--- src/rtl/kbd_pkg.sv ---
// Shared constants and types for the PS/2 set-2 keyboard front end.
package kbd_pkg;

  localparam logic [7:0] PS2_E0     = 8'hE0;
  localparam logic [7:0] PS2_E1     = 8'hE1;
  localparam logic [7:0] PS2_F0     = 8'hF0;
  localparam logic [7:0] PS2_LSHIFT = 8'h12;
  localparam logic [7:0] PS2_RSHIFT = 8'h59;

  typedef enum logic [1:0] {
    RX_IDLE,
    RX_DATA,
    RX_PARITY,
    RX_STOP
  } rx_state_e;

  // Keyboard replies / self-test results that carry no key information.
  function automatic logic is_reply(input logic [7:0] b);
    return (b == 8'hFA) || (b == 8'hAA) || (b == 8'hEE) || (b == 8'hFC) ||
           (b == 8'hFE) || (b == 8'h00) || (b == 8'hFF);
  endfunction

endpackage

--- src/rtl/ps2_rx_frame.sv ---
// PS/2 frame receiver: pin synchronizers, clock glitch filter, 11-bit frame FSM
// and mid-frame inactivity timeout. Emits one byte per good frame.
module ps2_rx_frame
  import kbd_pkg::*;
#(
  parameter int FILT_LEN = 8,
  parameter int TIMEOUT  = 50000
) (
  input  logic       clk,
  input  logic       reset,
  input  logic       ps2_clk_i,
  input  logic       ps2_dat_i,
  output logic [7:0] rx_byte_o,
  output logic       byte_rdy_o,
  output logic       frame_err_o
);

  localparam int FW = $clog2(FILT_LEN + 1);
  localparam int TW = $clog2(TIMEOUT + 1);

  logic [1:0]    clk_sync_q, dat_sync_q;
  logic          filt_q;
  logic [FW-1:0] fcnt_q;
  logic          clk_s, samp, flip, fall, to_hit;
  rx_state_e     state_q, state_d;
  logic [7:0]    shreg_q;
  logic [2:0]    bcnt_q;
  logic          par_q;
  logic [TW-1:0] to_q;
  logic          rdy_d, err_d, rdy_q, err_q;

  assign clk_s = clk_sync_q[1];
  assign samp  = dat_sync_q[1];

  always_ff @(posedge clk) begin
    if (reset) begin
      clk_sync_q <= 2'b11;
      dat_sync_q <= 2'b11;
    end else begin
      clk_sync_q <= {clk_sync_q[0], ps2_clk_i};
      dat_sync_q <= {dat_sync_q[0], ps2_dat_i};
    end
  end

  // Filtered level follows only after FILT_LEN consecutive differing samples.
  assign flip = (clk_s != filt_q) && (fcnt_q == FW'(FILT_LEN - 1));
  assign fall = flip && filt_q;

  always_ff @(posedge clk) begin
    if (reset) begin
      filt_q <= 1'b1;
      fcnt_q <= '0;
    end else if (clk_s == filt_q) begin
      fcnt_q <= '0;
    end else if (flip) begin
      filt_q <= clk_s;
      fcnt_q <= '0;
    end else begin
      fcnt_q <= fcnt_q + 1'b1;
    end
  end

  assign to_hit = (state_q != RX_IDLE) && !flip && (to_q == TW'(TIMEOUT - 1));

  always_ff @(posedge clk) begin
    if (reset || flip || state_q == RX_IDLE) to_q <= '0;
    else                                     to_q <= to_q + 1'b1;
  end

  always_ff @(posedge clk) begin
    if (reset) state_q <= RX_IDLE;
    else       state_q <= state_d;
  end

  always_comb begin
    state_d = state_q;
    if (to_hit) begin
      state_d = RX_IDLE;
    end else if (fall) begin
      case (state_q)
        RX_IDLE:   if (!samp) state_d = RX_DATA;
        RX_DATA:   if (bcnt_q == 3'd7) state_d = RX_PARITY;
        RX_PARITY: state_d = RX_STOP;
        default:   state_d = RX_IDLE;
      endcase
    end
  end

  always_comb begin
    rdy_d = 1'b0;
    err_d = 1'b0;
    if (to_hit) begin
      err_d = 1'b1;
    end else if (fall && state_q == RX_STOP) begin
      // Odd parity over data + parity bit, and stop bit must be high.
      if (samp && (^shreg_q ^ par_q)) rdy_d = 1'b1;
      else                            err_d = 1'b1;
    end
  end

  always_ff @(posedge clk) begin
    if (reset) begin
      shreg_q <= '0;
      bcnt_q  <= '0;
      par_q   <= 1'b0;
    end else if (fall) begin
      case (state_q)
        RX_IDLE: bcnt_q <= '0;
        RX_DATA: begin
          shreg_q <= {samp, shreg_q[7:1]};
          bcnt_q  <= bcnt_q + 1'b1;
        end
        RX_PARITY: par_q <= samp;
        default: ;
      endcase
    end
  end

  always_ff @(posedge clk) begin
    if (reset) begin
      rdy_q <= 1'b0;
      err_q <= 1'b0;
    end else begin
      rdy_q <= rdy_d;
      err_q <= err_d;
    end
  end

  assign rx_byte_o   = shreg_q;
  assign byte_rdy_o  = rdy_q;
  assign frame_err_o = err_q;

endmodule

--- src/rtl/kbd_ps2_scan.sv ---
// PS/2 scan front end: strips E0/F0/E1 prefixes, tracks left shift and
// strobes one make code per key press toward the scancode translator.
module kbd_ps2_scan
  import kbd_pkg::*;
#(
  parameter int FILT_LEN = 8,
  parameter int TIMEOUT  = 50000
) (
  input  logic       clk,
  input  logic       reset,
  input  logic       ps2_clk,
  input  logic       ps2_dat,
  output logic [7:0] code_out,
  output logic       shift_out,
  output logic       ext_out,
  output logic       code_valid,
  output logic       err
);

  logic [7:0] rx_byte;
  logic       rx_rdy, rx_err;

  logic [7:0] code_q, code_d;
  logic       shout_q, shout_d, extout_q, extout_d, vld_q, vld_d;
  logic       shift_q, shift_d, ext_q, ext_d, brk_q, brk_d;
  logic [2:0] skip_q, skip_d;
  logic       fake_shift;

  ps2_rx_frame #(
    .FILT_LEN(FILT_LEN),
    .TIMEOUT (TIMEOUT)
  ) u_rx (
    .clk        (clk),
    .reset      (reset),
    .ps2_clk_i  (ps2_clk),
    .ps2_dat_i  (ps2_dat),
    .rx_byte_o  (rx_byte),
    .byte_rdy_o (rx_rdy),
    .frame_err_o(rx_err)
  );

  assign fake_shift = ext_q && (rx_byte == PS2_LSHIFT || rx_byte == PS2_RSHIFT);

  always_comb begin
    code_d   = code_q;
    shout_d  = shout_q;
    extout_d = extout_q;
    vld_d    = 1'b0;
    shift_d  = shift_q;
    ext_d    = ext_q;
    brk_d    = brk_q;
    skip_d   = skip_q;
    if (rx_err) begin
      ext_d = 1'b0;
      brk_d = 1'b0;
    end else if (rx_rdy) begin
      if (skip_q != 3'd0) begin
        skip_d = skip_q - 1'b1;
      end else if (rx_byte == PS2_E1) begin
        // Pause: E1 is followed by seven bytes that carry nothing useful.
        skip_d = 3'd7;
      end else if (rx_byte == PS2_E0) begin
        ext_d = 1'b1;
      end else if (rx_byte == PS2_F0) begin
        brk_d = 1'b1;
      end else begin
        ext_d = 1'b0;
        brk_d = 1'b0;
        if (!(is_reply(rx_byte) && !ext_q && !brk_q)) begin
          if (rx_byte == PS2_LSHIFT && !ext_q) begin
            shift_d = ~brk_q;
          end else if (!fake_shift && !brk_q) begin
            vld_d    = 1'b1;
            code_d   = rx_byte;
            shout_d  = shift_q;
            extout_d = ext_q;
          end
        end
      end
    end
  end

  always_ff @(posedge clk) begin
    if (reset) begin
      code_q   <= '0;
      shout_q  <= 1'b0;
      extout_q <= 1'b0;
      vld_q    <= 1'b0;
      shift_q  <= 1'b0;
      ext_q    <= 1'b0;
      brk_q    <= 1'b0;
      skip_q   <= '0;
    end else begin
      code_q   <= code_d;
      shout_q  <= shout_d;
      extout_q <= extout_d;
      vld_q    <= vld_d;
      shift_q  <= shift_d;
      ext_q    <= ext_d;
      brk_q    <= brk_d;
      skip_q   <= skip_d;
    end
  end

  assign code_out   = code_q;
  assign shift_out  = shout_q;
  assign ext_out    = extout_q;
  assign code_valid = vld_q;
  assign err        = rx_err;

endmodule
--- config.mk ---
export PLATFORM = sky130hd
export DESIGN_NAME = kbd_ps2_scan
export DESIGN_NICKNAME = d
export VERILOG_FILES = /design/src/rtl/kbd_pkg.sv /design/src/rtl/ps2_rx_frame.sv /design/src/rtl/kbd_ps2_scan.sv
export SDC_FILE = /design/constraint.sdc
export NUM_CORES = 1
export LEC_CHECK = 0
export ABC_AREA = 1
export BUFFER_PORTS_ARGS = -buffer_cell sky130_fd_sc_hd__buf_4
export CORE_MARGIN = 1.5
export CORE_UTILIZATION = 40
export DETAILED_ROUTE_END_ITERATION = 8
export HOLD_SLACK_MARGIN = 0.1
export MAX_ROUTING_LAYER = met4
export PLACE_DENSITY = 0.61
export SETUP_SLACK_MARGIN = 0.15
export SLEW_MARGIN = 20
export SYNTH_ARGS = -nofsm -noshare
export SYNTH_HDL_FRONTEND = slang
export SYNTH_SLANG_ARGS = --single-unit
--- constraint.sdc ---
create_clock -name clk -period 2.2 [get_ports clk]
set_input_delay 0.22 -clock clk [delete_from_list [all_inputs] [get_ports clk]]
set_output_delay 0.22 -clock clk [all_outputs]
set_load 0.1 [all_outputs]
==> metrics <==
PortBufs 15; Detail Route Antenna Nets 0; CTS sink cnt 58; TritonCTS clock tree yes; Clk pin slew, worst setup/hold paths roughly 0.06 ns; Vias 2429; leading cell type in the layout, fill and taps excluded inv_1; Slowest-stage cell, CP dfxtp_1; cells after synthesis 404; final core occ 47.5%; CP max stage delay 0.37 ns; Crit Path Class register to register; Worst Hold Class input pin to register; Final Hold Fails 0; Routed WL approximately 5400 µm; die area about 8100 µm²; Reg area 1160 µm²; Clock Skews 0.00682 ns; # Post-CTS Setup Buffers 0; Clock Power Share between 40 and 50%; Worst EP arrival 2.01 ns; vias in the first global route about 2300; CTS buffer count 9; # rows 31; Root Buffer Master clkbuf_8; Seq/Total Area, Yosys a little under two fifths; max-cap viol count 0; fraction of layout cells with a size suffix above 1 16.2%; grt peak-use layer met2; Layout Area Growth over Synthesis 14.4%; initial antenna violation count 0; met1 Use GR 18.7%; DRT iter0 DRCs around 110; Crit. End Element register; # setup viols final 0; actual slew at the worst max-slew pin 0.366 ns; Synth cell types 31; run status finished clean; grt total ovfl 0; Post-synth EDFFs 0; DR WL/cell ~10 µm; Worst-Skew Late Latency 0.34 ns; internal power 1.61 mW; footprint of the multi-input gates 1560 µm²; unrepaired setup endpoints after global routing no; clk buf depth 2; routing usage on met2 24.2%; final cycle utilization of the critical path 80.8%; PD cells 586 nW/µm²; Sw Share 20.5%; ys flop type dfxtp_1; Die Span Y 90.0 µm; fin. max-slew vios 0; crit path launch type register; Total Routing Usage GR 15.6%; CORE AREA between 7000 and 8000 µm²; H-tree lvl count 3; Ports 16; DRC 0; largest net degree at the start of global routing 27; post-route cell area 3460 µm²; worst vdd ir 247 µV; NetSw 0.417 mW; Filler cells 783; most frequent cells in the layout 67 x inv_1, 66 x nand2_1, 58 x dfxtp_1, 36 x nor2_1, 32 x a21oi_1; TNS Setup 0 ns; worst-path cell chain inv_1 -> ha_1 -> nand2_2 -> inv_2 -> nand3_2 -> nand3_1 -> nor2_2 -> buf_4 -> nand4_1 -> nand2_1 -> nor2_1; Reg power frac 52.1%; Syn Nets 433; first-pass detailed-route iteration total 4; Ys Warns 0; vias per cell 4.57; first-pass GRT wire length just under 10000 µm; asr flop ratio synth 0%; CP required about 2.4 ns; Comb power frac 1.6%; NumNets Final between 400 and 500; Initial Utilization 41.5%; synthesized area 3030 µm²; placed inst area ~3200 µm²; crit path max fanout 10; #FFs+latches synth 58; LEAKAGE 1.47 nW; post-DP HPWL between 4000 and 5000 µm; Slew headroom 75.5%; Final Wtd Congestion 0.822; grt met3 use 5.16%; diodes inserted 0; fmax 562 MHz; Period minus WS final around 1.8 ns; Die X 90.0 µm; Avg Cell Area, Syn 7.49 µm²
==> final timing paths <==
check | start | to | slack, ns | cells past startpoint
max | u_rx.rx_byte_o[4] | code_out[4] | 0.42 | 11
min | reset | u_rx.frame_err_o | 0.15 | 2
max reg2reg | u_rx.rx_byte_o[4] | code_out[4] | 0.42 | 11
min reg2reg | u_rx.clk_sync_q[0] | u_rx.clk_sync_q[1] | 0.41 | 1
==> flip-flops by register name, indices dropped and copies added, names as in the netlist, 3 cells and up <==
register	count
skip_q	3
u_rx.fcnt_q	4
u_rx.bcnt_q	3
u_rx.rx_byte_o	8
code_out	8
u_rx.to_q	16
==> synth_stat cells, types with 5 or more instances <==
library cell | number | area [µm²]
ha_1 | 25 | 313
nor3_1 | 5 | 25.0
o21ai_1 | 6 | 30.0
nand2_1 | 66 | 248
dfxtp_1 | 58 | 1160
nand3_1 | 10 | 50.1
nand4_1 | 16 | 100
inv_1 | 67 | 251
a21oi_1 | 32 | 160
nor2_1 | 36 | 135
o21ai_0 | 17 | 85.1
nand2_2 | 18 | 113
==> layout make-up <==
class                      instances  area share [%]
sequential                        58            33.5
multi-input combinational        266            44.9
clock buffer                      12            4.19
tap                               99            3.58
inverter                          71            7.70
clock inverter                     3            1.16
timing repair buffer              22            4.92
==> worst max-delay path: cells and delay by family (launching register included) <==
family | cells | cell delay (ns)
adders and majority gates | 1 | 0.24
buffers and inverters | 3 | 0.35
DFF | 1 | 0.37
and+or+nand+nor | 7 | 0.72
==> logic make-up after synthesis <==
| group | after synthesis | share of synthesized area (%) |
|---|---|---|
| flip-flops | 58 | 38.4 |
| adder cells (fa/ha/maj) | 25 | 10.3 |
| AND/OR/NAND/NOR | 174 | 28.3 |
| buffers and inverters | 80 | 10.5 |
| XOR/XNOR | 7 | 2.03 |
| AO/OA/AOI/OAI | 60 | 10.5 |
==> power by group through the flow <==
stage	sequential, mW	clock, mW	combinational, mW
floorplan	1.08	0	0.0191
global placement	1.08	0	0.0304
detailed placement	1.08	0	0.0304
CTS	1.06	0.983	0.0331
global route	1.06	1.03	0.0372
finish	1.06	0.940	0.0324
==> metrics by stage <==
| stage | hold WS [ns] | setup WS, ns | cells | power, mW |
|---|---|---|---|---|
| floorplan | 0.324 | 0.587 | 404 | 1.10 |
| global placement | 0.392 | 0.416 | 514 | 1.11 |
| detailed placement | 0.396 | 0.343 | 514 | 1.11 |
| CTS | 0.131 | 0.332 | 531 | 2.07 |
| global route | 0.156 | 0.173 | 531 | 2.12 |
| finish | 0.152 | 0.422 | 531 | 2.03 |
==> per-layer routing <==
layer  vias to the layer above  part of all wire [%]
met3                        13                   3.1
met2                        22                    46
met1                      1066                    49
li1                       1328                     -
met4                         0                   1.6
met5                         -                     0
==> repair_timing <==
item                                    CTS  global route
gates resized for setup                   0             1
endpoints found under the setup margin    0            11
endpoints found under the hold margin     2             0
hold buffers                              2             0
(Power assumes the default switching activity.)
